File: src/rtl/servo_pkg.sv
// -----------------------------------------------------------------------------
// servo_pkg
// Shared constants and types for the servo PWM path. The PWM generator and the
// position ramp both take PERIOD from here, so their period counters cannot
// drift apart.
//   WIDTH       : width of compare / counter values
//   PERIOD      : terminal count of the PWM period counter (runs 0..PERIOD)
//   ANGLE_W     : command angle width
//   ANGLE_MAX   : largest legal angle in degrees
//   CMP_MIN     : compare value at 0 deg (1 ms pulse)
//   K           : angle scale, compare = CMP_MIN + ((angle*K) >> 8)
//   STEP        : largest compare change per PWM period
//   CMP_NEUTRAL : compare value at 90 deg
// -----------------------------------------------------------------------------
package servo_pkg;

    localparam int WIDTH     = 12;
    localparam int PERIOD    = 3126;
    localparam int ANGLE_W   = 8;
    localparam int ANGLE_MAX = 180;
    localparam int CMP_MIN   = 156;
    localparam int K         = 222;
    localparam int STEP      = 2;

    typedef enum logic [1:0] {
        IDLE = 2'd0,
        MUL  = 2'd1,
        LOAD = 2'd2
    } state_t;

    // Angle (degrees) to compare value, truncating the scaled product.
    function automatic int angle_to_cmp(input int angle_deg, input int cmp_min, input int k);
        return cmp_min + ((angle_deg * k) >> 8);
    endfunction

    localparam int CMP_NEUTRAL = angle_to_cmp(90, CMP_MIN, K);  // 234

endpackage

File: src/rtl/servo_angle_mul.sv
// -----------------------------------------------------------------------------
// servo_angle_mul
// Sequential shift-add multiplier: scaled = (angle * K) >> 8.
// MSB-first: each cycle the accumulator doubles and adds K when the current
// angle bit is set, so ANGLE_W cycles after i_start the product is complete.
// Ports:
//   clk, rst   : clock, synchronous active-high reset
//   i_start    : load i_angle and clear the accumulator (one-cycle pulse)
//   i_angle    : multiplicand, already clamped by the caller
//   o_done     : high during the final shift-add step; o_scaled is valid
//                from the following cycle until the next i_start
//   o_scaled   : upper ANGLE_W bits of the ANGLE_W+8 bit product
// -----------------------------------------------------------------------------
module servo_angle_mul
    import servo_pkg::*;
#(
    parameter int ANGLE_W = servo_pkg::ANGLE_W,
    parameter int K       = servo_pkg::K
) (
    input  logic               clk,
    input  logic               rst,
    input  logic               i_start,
    input  logic [ANGLE_W-1:0] i_angle,
    output logic               o_done,
    output logic [ANGLE_W-1:0] o_scaled
);

    // ANGLE_W+8 bits holds (2^ANGLE_W - 1) * K for any K below 256.
    localparam int ACC_W = ANGLE_W + 8;
    localparam int CNT_W = (ANGLE_W > 1) ? $clog2(ANGLE_W) : 1;
    localparam logic [ACC_W-1:0] K_ACC    = ACC_W'(K);
    localparam logic [CNT_W-1:0] LAST_CNT = CNT_W'(ANGLE_W - 1);

    logic [ANGLE_W-1:0] r_a;
    logic [ACC_W-1:0]   r_acc;
    logic [CNT_W-1:0]   r_cnt;
    logic               r_busy;

    always_ff @(posedge clk) begin
        if (rst) begin
            r_a    <= '0;
            r_acc  <= '0;
            r_cnt  <= '0;
            r_busy <= 1'b0;
        end else if (i_start) begin
            r_a    <= i_angle;
            r_acc  <= '0;
            r_cnt  <= '0;
            r_busy <= 1'b1;
        end else if (r_busy) begin
            r_acc <= {r_acc[ACC_W-2:0], 1'b0} + (r_a[ANGLE_W-1] ? K_ACC : '0);
            r_a   <= {r_a[ANGLE_W-2:0], 1'b0};
            r_cnt <= r_cnt + 1'b1;
            if (r_cnt == LAST_CNT) begin
                r_busy <= 1'b0;
            end
        end
    end

    assign o_done   = r_busy && (r_cnt == LAST_CNT);
    assign o_scaled = r_acc[ACC_W-1:8];

endmodule

File: src/rtl/servo_pos_ramp.sv
// -----------------------------------------------------------------------------
// servo_pos_ramp
// Upstream stage of the servo PWM generator. Accepts angle commands over a
// valid/ready handshake, converts each to a compare target, and slews cmp_out
// toward that target by at most STEP per PWM period. cmp_out is written only
// on the period tick, which lines up with the generator's own counter, so a
// pulse is never cut short or stretched mid-period.
// Ports:
//   clk, rst   : clock, synchronous active-high reset
//   in_valid   : angle command valid
//   in_angle   : commanded angle in degrees
//   in_ready   : command can be accepted (IDLE only)
//   cmp_out    : compare value delivered to the PWM generator
//   at_target  : cmp_out equals the current target
//   err_range  : last accepted angle exceeded ANGLE_MAX (held until next)
// -----------------------------------------------------------------------------
module servo_pos_ramp
    import servo_pkg::*;
#(
    parameter int WIDTH     = servo_pkg::WIDTH,
    parameter int PERIOD    = servo_pkg::PERIOD,
    parameter int ANGLE_W   = servo_pkg::ANGLE_W,
    parameter int ANGLE_MAX = servo_pkg::ANGLE_MAX,
    parameter int CMP_MIN   = servo_pkg::CMP_MIN,
    parameter int K         = servo_pkg::K,
    parameter int STEP      = servo_pkg::STEP
) (
    input  logic               clk,
    input  logic               rst,
    input  logic               in_valid,
    input  logic [ANGLE_W-1:0] in_angle,
    output logic               in_ready,
    output logic [WIDTH-1:0]   cmp_out,
    output logic               at_target,
    output logic               err_range
);

    localparam logic [WIDTH-1:0]   NEUTRAL_CMP = WIDTH'(angle_to_cmp(90, CMP_MIN, K));
    localparam logic [WIDTH-1:0]   PERIOD_CNT  = WIDTH'(PERIOD);
    localparam logic [WIDTH-1:0]   STEP_CMP    = WIDTH'(STEP);
    localparam logic [WIDTH-1:0]   MIN_CMP     = WIDTH'(CMP_MIN);
    localparam logic [ANGLE_W-1:0] ANGLE_LIMIT = ANGLE_W'(ANGLE_MAX);

    state_t             r_state;
    logic               r_ready;
    logic               r_err;
    logic [WIDTH-1:0]   r_target;
    logic [WIDTH-1:0]   r_cmp;
    logic [WIDTH-1:0]   r_count;

    logic               w_tick;
    logic               w_accept;
    logic               w_over;
    logic               w_mul_done;
    logic [ANGLE_W-1:0] w_angle_sat;
    logic [ANGLE_W-1:0] w_scaled;
    logic [WIDTH-1:0]   w_rise;
    logic [WIDTH-1:0]   w_fall;

    assign w_tick      = (r_count == PERIOD_CNT);
    assign w_accept    = in_valid & r_ready;
    assign w_over      = (in_angle > ANGLE_LIMIT);
    assign w_angle_sat = w_over ? ANGLE_LIMIT : in_angle;

    servo_angle_mul #(
        .ANGLE_W (ANGLE_W),
        .K       (K)
    ) u_mul (
        .clk      (clk),
        .rst      (rst),
        .i_start  (w_accept),
        .i_angle  (w_angle_sat),
        .o_done   (w_mul_done),
        .o_scaled (w_scaled)
    );

    // Period counter: mirrors the PWM generator's counter, 0..PERIOD.
    always_ff @(posedge clk) begin
        if (rst || w_tick) begin
            r_count <= '0;
        end else begin
            r_count <= r_count + 1'b1;
        end
    end

    // Command FSM. The multiplier is started by the accept itself, so MUL
    // lasts exactly as long as the multiplier's ANGLE_W steps.
    always_ff @(posedge clk) begin
        if (rst) begin
            r_state  <= IDLE;
            r_ready  <= 1'b1;
            r_err    <= 1'b0;
            r_target <= NEUTRAL_CMP;
        end else begin
            case (r_state)
                IDLE: begin
                    if (w_accept) begin
                        r_err   <= w_over;
                        r_ready <= 1'b0;
                        r_state <= MUL;
                    end
                end
                MUL: begin
                    if (w_mul_done) begin
                        r_state <= LOAD;
                    end
                end
                LOAD: begin
                    r_target <= MIN_CMP + WIDTH'(w_scaled);
                    r_ready  <= 1'b1;
                    r_state  <= IDLE;
                end
                default: begin
                    r_ready <= 1'b1;
                    r_state <= IDLE;
                end
            endcase
        end
    end

    // Ramp. Reads r_target before any same-cycle LOAD lands, so a LOAD on a
    // tick only takes effect at the following tick. Retargeting mid-ramp
    // continues from the current cmp_out, so there is never a jump.
    assign w_rise = r_target - r_cmp;
    assign w_fall = r_cmp - r_target;

    always_ff @(posedge clk) begin
        if (rst) begin
            r_cmp <= NEUTRAL_CMP;
        end else if (w_tick) begin
            if (r_target >= r_cmp) begin
                r_cmp <= (w_rise <= STEP_CMP) ? r_target : (r_cmp + STEP_CMP);
            end else begin
                r_cmp <= (w_fall <= STEP_CMP) ? r_target : (r_cmp - STEP_CMP);
            end
        end
    end

    assign in_ready  = r_ready;
    assign cmp_out   = r_cmp;
    assign err_range = r_err;
    assign at_target = (r_cmp == r_target);

endmodule

File: config.mk
export PLATFORM = sky130hd
export DESIGN_NAME = servo_pos_ramp
export DESIGN_NICKNAME = d
export VERILOG_FILES = /design/src/rtl/servo_pkg.sv /design/src/rtl/servo_angle_mul.sv /design/src/rtl/servo_pos_ramp.sv
export SDC_FILE = /design/constraint.sdc
export NUM_CORES = 1
export LEC_CHECK = 0
export ABC_AREA = 1
export CAP_MARGIN = 20
export CORE_UTILIZATION = 25
export CTS_CLUSTER_SIZE = 14
export DETAILED_ROUTE_END_ITERATION = 16
export PLACE_DENSITY = 0.46
export REMOVE_ABC_BUFFERS = 1
export SETUP_SLACK_MARGIN = 0.02
export SYNTH_ARGS = -nofsm -noshare
export SYNTH_HDL_FRONTEND = slang
export SYNTH_SLANG_ARGS = --single-unit
File: constraint.sdc
create_clock -name clk -period 2.5 [get_ports clk]
set_clock_uncertainty 0.2 [all_clocks]
set_input_delay 0.375 -clock clk [delete_from_list [all_inputs] [get_ports clk]]
set_output_delay 0.375 -clock clk [all_outputs]
set_load 0.02 [all_outputs]
==> reports/qor.yml, run 1 <==
critical_path:
  r2r_cells: 18
  crit_arrival_ps: 2680
  reg2reg_slack_ps: -100
  startpoint_type: "flip-flop"
  path_class: "reg -> reg"
  path_depth: 18
  cp-end-kind: "flip-flop"
  crit_path_max_incr_delay_ps: 520
  worstPathCellList: "inv_4 > ha_4 > fa_2 > o21ai_2 > nor2_1 > nand2_1 > inv_1 > nand3_2 > nor2_2 > nand2_1 > inv_2 > buf_12 > nand3_4 > nand2_1 > nand3_2 > nand3_2 > nand2_2 > inv_2"
  cp_data_required_time_ps: 2580
  path_buf_inv: 5
  crit_family: "simple AND/OR/NAND/NOR gates"
  cp_max_fo: 5
  slowest_stage: "fa_2"
global_routing:
  grt_usage: 0.154
  grt_overflow: 0
  grt_pass1_wl_um: 24500
  antenna_found_initial: 0
  grt_max_degree: 27
  grt_pass1_vias: 5024
logic_synthesis:
  ys_ff_latch: 64
  synth.area.top_cells: "dfxtp_1 26%, nand2_1 16%, nand3_1 9.7%"
  synth_top_area_cell: "dfxtp_1"
  syn_inst: 792
  synth_top_family_by_area: "simple AND/OR/NAND/NOR gates"
  synth_simple_gate_area_frac: 0.376
  async_flop_share: 0
  synthXorXnorAreaFrac: 0.0427
  synth_cell_type_count: 37
  synth_top_area_share: 0.260
  muxShareOfSynthArea: 0
  yosysWarnings: 0
  synth_compound_area_frac: 0.109
  synth-edff-count: 0
  syn_area_per_cell_sq_um: 6.21
  synth_fa_ha_area_frac: 0.0910
  synth-seq-area-share: 0.260
  synth_common_cells: "209 x nand2_1, 119 x inv_1, 95 x nand3_1, 64 x dfxtp_1, 59 x nor2_1"
  synth_area_sq_um: 4920
  synth.most_common_cell: "nand2_1"
  ys.flop_type: "dfxtp_1"
die:
  die_w_um: 142
  start_util: 0.259
  die_h_um: 142
  rows: 50
  die_area_sq_um: 20200
  core_region_area_sq_um: 19000
  pin_count: 26
placement:
  numPortBuffers: 25
  place_inst: 1144
  dpl.hpwl_um: 11500
  place_congestion: 0.889
clock_tree:
  ctsRootBufferMaster: "clkbuf_16"
  clkTransAtPathRegs_ps: 60
  htreeDepth: 3
  cts_made_buffers: 9
  cts_tree: "done"
  clk_latency_ps: 330
  clock_path_buffers: 2
  clock_sinks: 64
  postCtsHoldBufs: 0
finish:
  diodes: 0
  fin_cells: 1170
  fillCellCount: 2127
  final_util: 0.364
  nets: 950
  syn_to_final_growth_pct: 40.7
  drive_gt1_frac: 0.267
timing:
  fmax_ghz: 0.385
  finalHoldViolations: 0
  grt_setup_unrepaired: "true"
  post-route-min-period_ps: 2600
  worstMarginPinSlew_ps: 805
  slew-limit-headroom: 0.463
  setup_viol: 10
  final.period_utilization: 1.04
  slew_violations: 0
  layout_setup_ws_ps: -96.3
power:
  power_per_cell_area_nw_per_um2: 371
  power.total_mw: 2.57
  p_leak_nw: 3.40
  vdd_drop_max_mv: 0.342
drt:
  viasPerCell: 4.46
  vias: 5213
  wirelength_um: 15100
  drt_first_pass_iters: 5
  drc: 0
  drt_iter0_drc: 196
  drtAntennaViolNets: 0
  routedWlPerCell_um: 12.9
run_status:
  failed_checks: "setup timing"
  status: "complete, but fails checks"
flow_run:
  maxCapViolCount: 0
min_path:
  min_path_cells: 2
  min_path_type: "reg -> reg"
## layout make-up
class | instances | area [sq um] | area share
Inverter | 135 | 509 | 0.0736
Clock inverter | 3 | 40.0 | 0.00578
Sequential cell | 64 | 1290 | 0.186
Tap cell | 260 | 325 | 0.0470
Timing Repair Buffer | 118 | 990 | 0.143
Clock buffer | 13 | 260 | 0.0376
Multi-Input combinational cell | 577 | 3510 | 0.507
## worst min-delay path: cells and delay by family (launching register included)
| family | cells | cell delay (ps) |
|---|---|---|
| compound gates | 1 | 50 |
| flops | 1 | 300 |
| simple gates | 1 | 60 |
## repair_timing
item / 4_1_cts / 5_1_grt
gates cloned: 1 / 0
gates resized for setup: 52 / 81
hold endpoints to repair: 0 / 0
pin swaps: 19 / 32
setup endpoints to repair: 16 / 19
buffers inserted: 3 / 6
## metal layers
metal | part of all wire | wire length (um) | vias to the layer above | GRT usage
met5 | 0 | 0 | - | 0
met4 | 0.021 | 316 | 0 | 0.0543
met3 | 0.025 | 369 | 24 | 0.0225
met2 | 0.48 | 7160 | 81 | 0.267
met1 | 0.48 | 7210 | 2351 | 0.194
li1 | - | - | 2757 | -
## cells in the final DEF, fill, tap and decap left out, drive strengths merged, types with 6 or more instances in the layout
cell type        n
a21oi           52
buf             94
clkbuf          13
clkdlybuf4s50   24
dfxtp           64
ha              31
inv            134
nand2          214
nand3          100
nand4           13
nor2            69
nor3            13
o21ai           34
or2              6
xor2            20
## metrics by stage
step | TNS [ps] | cell area, sq um | setup slack (ps) | hold slack [ps]
after global routing | -2510 | 6920 | -275 | 281
after detailed placement | -3410 | 6050 | -354 | 255
after CTS | -403 | 6560 | -88.1 | 263
after global placement | -2880 | 6050 | -294 | 250
after floorplan | -1680 | 4830 | -210 | 230
final | -406 | 6920 | -96.3 | 260
## worst paths after layout
| path | to | start |
|---|---|---|
| worst max register to register | cmp_out[5]$_SDFFE_PP1P_ | r_target[0]$_SDFFE_PP0N_ |
| worst min-delay path | u_mul.r_a[0]$_SDFFE_PP0P_ | u_mul.r_a[0]$_SDFFE_PP0P_ |
| worst min register to register | u_mul.r_a[0]$_SDFFE_PP0P_ | u_mul.r_a[0]$_SDFFE_PP0P_ |
| worst max-delay path | cmp_out[5]$_SDFFE_PP1P_ | r_target[0]$_SDFFE_PP0N_ |
## power breakdown
part / switching, mW / leakage (nW) / internal [mW]
clock: 0.445 / 0.150 / 0.823
sequential: 0.0260 / 0.523 / 1.06
combinational: 0.128 / 2.73 / 0.0882
## registers in the layout, summed over array words and instances, names as in the netlist
name	flops
err_range	1
cmp_out	12
u_mul.r_busy	1
u_mul.r_acc	15
r_target	9
u_mul.r_cnt	3
u_mul.r_a	8
in_ready	1
r_state	2
r_count	12
## cell families after synthesis
family                   count (synthesis)
XOR/XNOR                                24
AO/OA/AOI/OAI                           99
buffers and inverters                  152
adder cells (fa/ha/maj)                 34
AND/OR/NAND/NOR                        419
flip-flops                              64
Power figures use the tool's default switching activity.
==> run 2: changes to the inputs <==
CELL_PAD_IN_SITES_DETAIL_PLACEMENT = 1   (was unset)
CELL_PAD_IN_SITES_GLOBAL_PLACEMENT = 2   (was unset)
PLACE_DENSITY = 0.71   (was 0.46)
==> reports/qor.yml, run 2 (synthesis results as in run 1) <==
finish:
  drive_gt1_frac: 0.293  # was 0.267
  syn_to_final_growth_pct: 44.2  # was 40.7%
  fillCellCount: 2426  # was 2127
  final_util: 0.373  # was 0.364
  largest-register: "u_mul.r_acc"  # unchanged
  final_cell_area_sq_um: 7100  # was 6920 sq um
  largest_reg_flops: 15  # unchanged
  final_cell_mix: "184 x nand2_1, 107 x inv_1, 103 x buf_4"  # was 187 x nand2_1, 108 x inv_1, 87 x buf_4
  regArea_sq_um: 1300  # was 1290 sq um
  multi_input_area_sq_um: 3540  # was 3510 sq um
  nets: 967  # was 950
  final_common_cell: "nand2_1"  # unchanged
  diodes: 0  # unchanged
  fin_cells: 1187  # was 1170
timing:
  fmax_ghz: 0.391  # was 0.385 GHz
  whs_ps: 265  # was 260 ps
  setup_viol: 8  # was 10
  final.period_utilization: 1.02  # was 1.04
  slew_violations: 0  # unchanged
  slew-limit-headroom: 0.471  # was 0.463
  grt_setup_unrepaired: "true"  # unchanged
  post-route-min-period_ps: 2550  # was 2600 ps
  layout_setup_ws_ps: -54.3  # was -96.3 ps
  worstMarginPinSlew_ps: 793  # was 805 ps
  finalHoldViolations: 0  # unchanged
power:
  seq_power_share: 0.404  # was 0.422
  power_per_cell_area_nw_per_um2: 378  # was 371 nW/um^2
  pwr-share-comb: 0.084  # about the same
  power_frac_clock: 0.511  # was 0.494
  p_leak_nw: 3.52  # was 3.40 nW
  p_sw_mw: 0.642  # was 0.599 mW
  power.total_mw: 2.68  # was 2.57 mW
  internal-power_mw: 2.04  # was 1.97 mW
  vdd_drop_max_mv: 0.262  # was 0.342 mV
  p_sw_frac: 0.239  # was 0.234
die:
  die_w_um: 142  # unchanged
  rows: 50  # unchanged
  start_util: 0.259  # unchanged
  pin_count: 26  # unchanged
  die_h_um: 142  # unchanged
  core_region_area_sq_um: 19000  # unchanged
  die_area_sq_um: 20200  # unchanged
drt:
  drtAntennaViolNets: 0  # unchanged
  vias: 5393  # was 5213
  drc: 0  # unchanged
  drt_iter0_drc: 125  # was 196
  viasPerCell: 4.54  # was 4.46
  routedWlPerCell_um: 14.4  # was 12.9 um
  drt_first_pass_iters: 4  # was 5
  wirelength_um: 17100  # was 15100 um
critical_path:
  r2r_cells: 17  # was 18
  cp_max_fo: 5  # unchanged
  timing.rr.end: "cmp_out[1]$_SDFFE_PP1P_"  # was cmp_out[5]$_SDFFE_PP1P_
  crit_path_end: "cmp_out[1]$_SDFFE_PP1P_"  # was cmp_out[5]$_SDFFE_PP1P_
  reg2reg_slack_ps: -50  # was -100 ps
  path_class: "reg -> reg"  # unchanged
  crit_arrival_ps: 2590  # was 2680 ps
  crit_start: "cmp_out[0]$_SDFFE_PP0P_"  # was r_target[0]$_SDFFE_PP0N_
  cp_data_required_time_ps: 2540  # was 2580 ps
  crit-reg2reg-launch: "cmp_out[0]$_SDFFE_PP0P_"  # was r_target[0]$_SDFFE_PP0N_
  startpoint_type: "flip-flop"  # unchanged
  cp-end-kind: "flip-flop"  # unchanged
placement:
  numPortBuffers: 25  # unchanged
  dpl.hpwl_um: 13300  # was 11500 um
  placed_area_sq_um: 6130  # was 6050 sq um
  place_inst: 1156  # was 1144
  place_congestion: 0.813  # was 0.889
min_path:
  min_path_type: "reg -> reg"  # unchanged
clock_tree:
  ctsRootBufferMaster: "clkbuf_16"  # unchanged
  htreeDepth: 3  # unchanged
  cts_made_buffers: 9  # unchanged
  clkTransAtPathRegs_ps: 60  # about the same
  clk_latency_ps: 340  # was 330 ps
  clock_path_buffers: 2  # unchanged
  clock_sinks: 64  # unchanged
  cts_tree: "done"  # unchanged
global_routing:
  grt_usage: 0.177  # was 0.154
  grt_overflow: 0  # unchanged
  grt_pass1_vias: 5640  # was 5024
  grt_max_degree: 27  # unchanged
  grt_pass1_wl_um: 27800  # was 24500 um
  antenna_found_initial: 0  # unchanged
run_status:
  failed_checks: "setup timing"  # unchanged
  status: "complete, but fails checks"  # unchanged
flow_run:
  maxCapViolCount: 0  # unchanged
## run 2: cell count changes in the layout (fill, tap and decap cells not counted), sizes merged
cell | before | now
buf | 94 | 111
clkbuf | 13 | 10
bufinv | 1 | 2
clkinv | 3 | 4
clkinvlp | 0 | 1
## run 2: what timing repair did
action / 4_1_cts / 5_1_grt
pin swaps: 36 / 31
resized for setup: 79 / 71
hold buffers: 0 / 0
gates cloned: 1 / 0
setup buffers: 9 / 5
setup endpoints to repair: 19 / 20
## run 2: worst min-delay path by stage
stage | startpoint | to | cells after the start
floorplan | r_count[0]$_SDFF_PP0_ | r_count[0]$_SDFF_PP0_ | 1
detailed placement | u_mul.r_a[5]$_SDFFE_PP0P_ | u_mul.r_a[5]$_SDFFE_PP0P_ | 2
CTS | u_mul.r_a[2]$_SDFFE_PP0P_ | u_mul.r_a[2]$_SDFFE_PP0P_ | 2
global route | u_mul.r_acc[1]$_SDFFE_PP0P_ | u_mul.r_acc[1]$_SDFFE_PP0P_ | 2
finish | u_mul.r_a[0]$_SDFFE_PP0P_ | u_mul.r_a[0]$_SDFFE_PP0P_ | 2
global placement | r_count[0]$_SDFF_PP0_ | r_count[0]$_SDFF_PP0_ | 1
## run 2: worst max-delay path, stage by stage (launching register included)
cell and delay [ps]:
dfxtp_4 370, inv_4 40, ha_4 140, inv_2 60
fa_2 430, inv_2 60, nor2_2 30, a21oi_2 110
nand3_2 110, nor2_4 130, nand3_2 110, nor2_4 170
buf_6 140, nand3_1 90, nand3_1 80, nand3_1 70
nand2_1 70, inv_1 40
## run 2: power by group through the flow
stage	Sequential (mW)	Clock (mW)	Combinational, mW
floorplan	1.11	0	0.121
global placement	1.11	0	0.222
detailed placement	1.11	0	0.223
CTS	1.09	1.40	0.226
global route	1.09	1.46	0.258
finish	1.09	1.37	0.227
## run 2: area by class of cell
class / instances / area share
Multi-Input combinational cell: 577 / 0.499
Sequential cell: 64 / 0.183
Timing Repair Buffer: 135 / 0.155
Inverter: 135 / 0.0724
Tap cell: 260 / 0.0458
Clock buffer: 10 / 0.0337
Clock inverter: 6 / 0.0116
## run 2: per-layer routing
layer | GRT usage | vias to the layer above | part of all wire
met1 | 0.213 | 2535 | 0.46
li1 | - | 2783 | -
met5 | 0 | - | 0
met4 | 0.0492 | 0 | 0.018
met2 | 0.325 | 56 | 0.50
met3 | 0.0252 | 19 | 0.020
## run 2: stage by stage
stage | setup WS, ps | setup TNS (ps)
6_report | -54.3 | -243
5_1_grt | -232 | -2070
4_1_cts | -107 | -725
3_5_place_dp | -480 | -4900
3_3_place_gp | -470 | -4730
2_1_floorplan | -210 | -1680
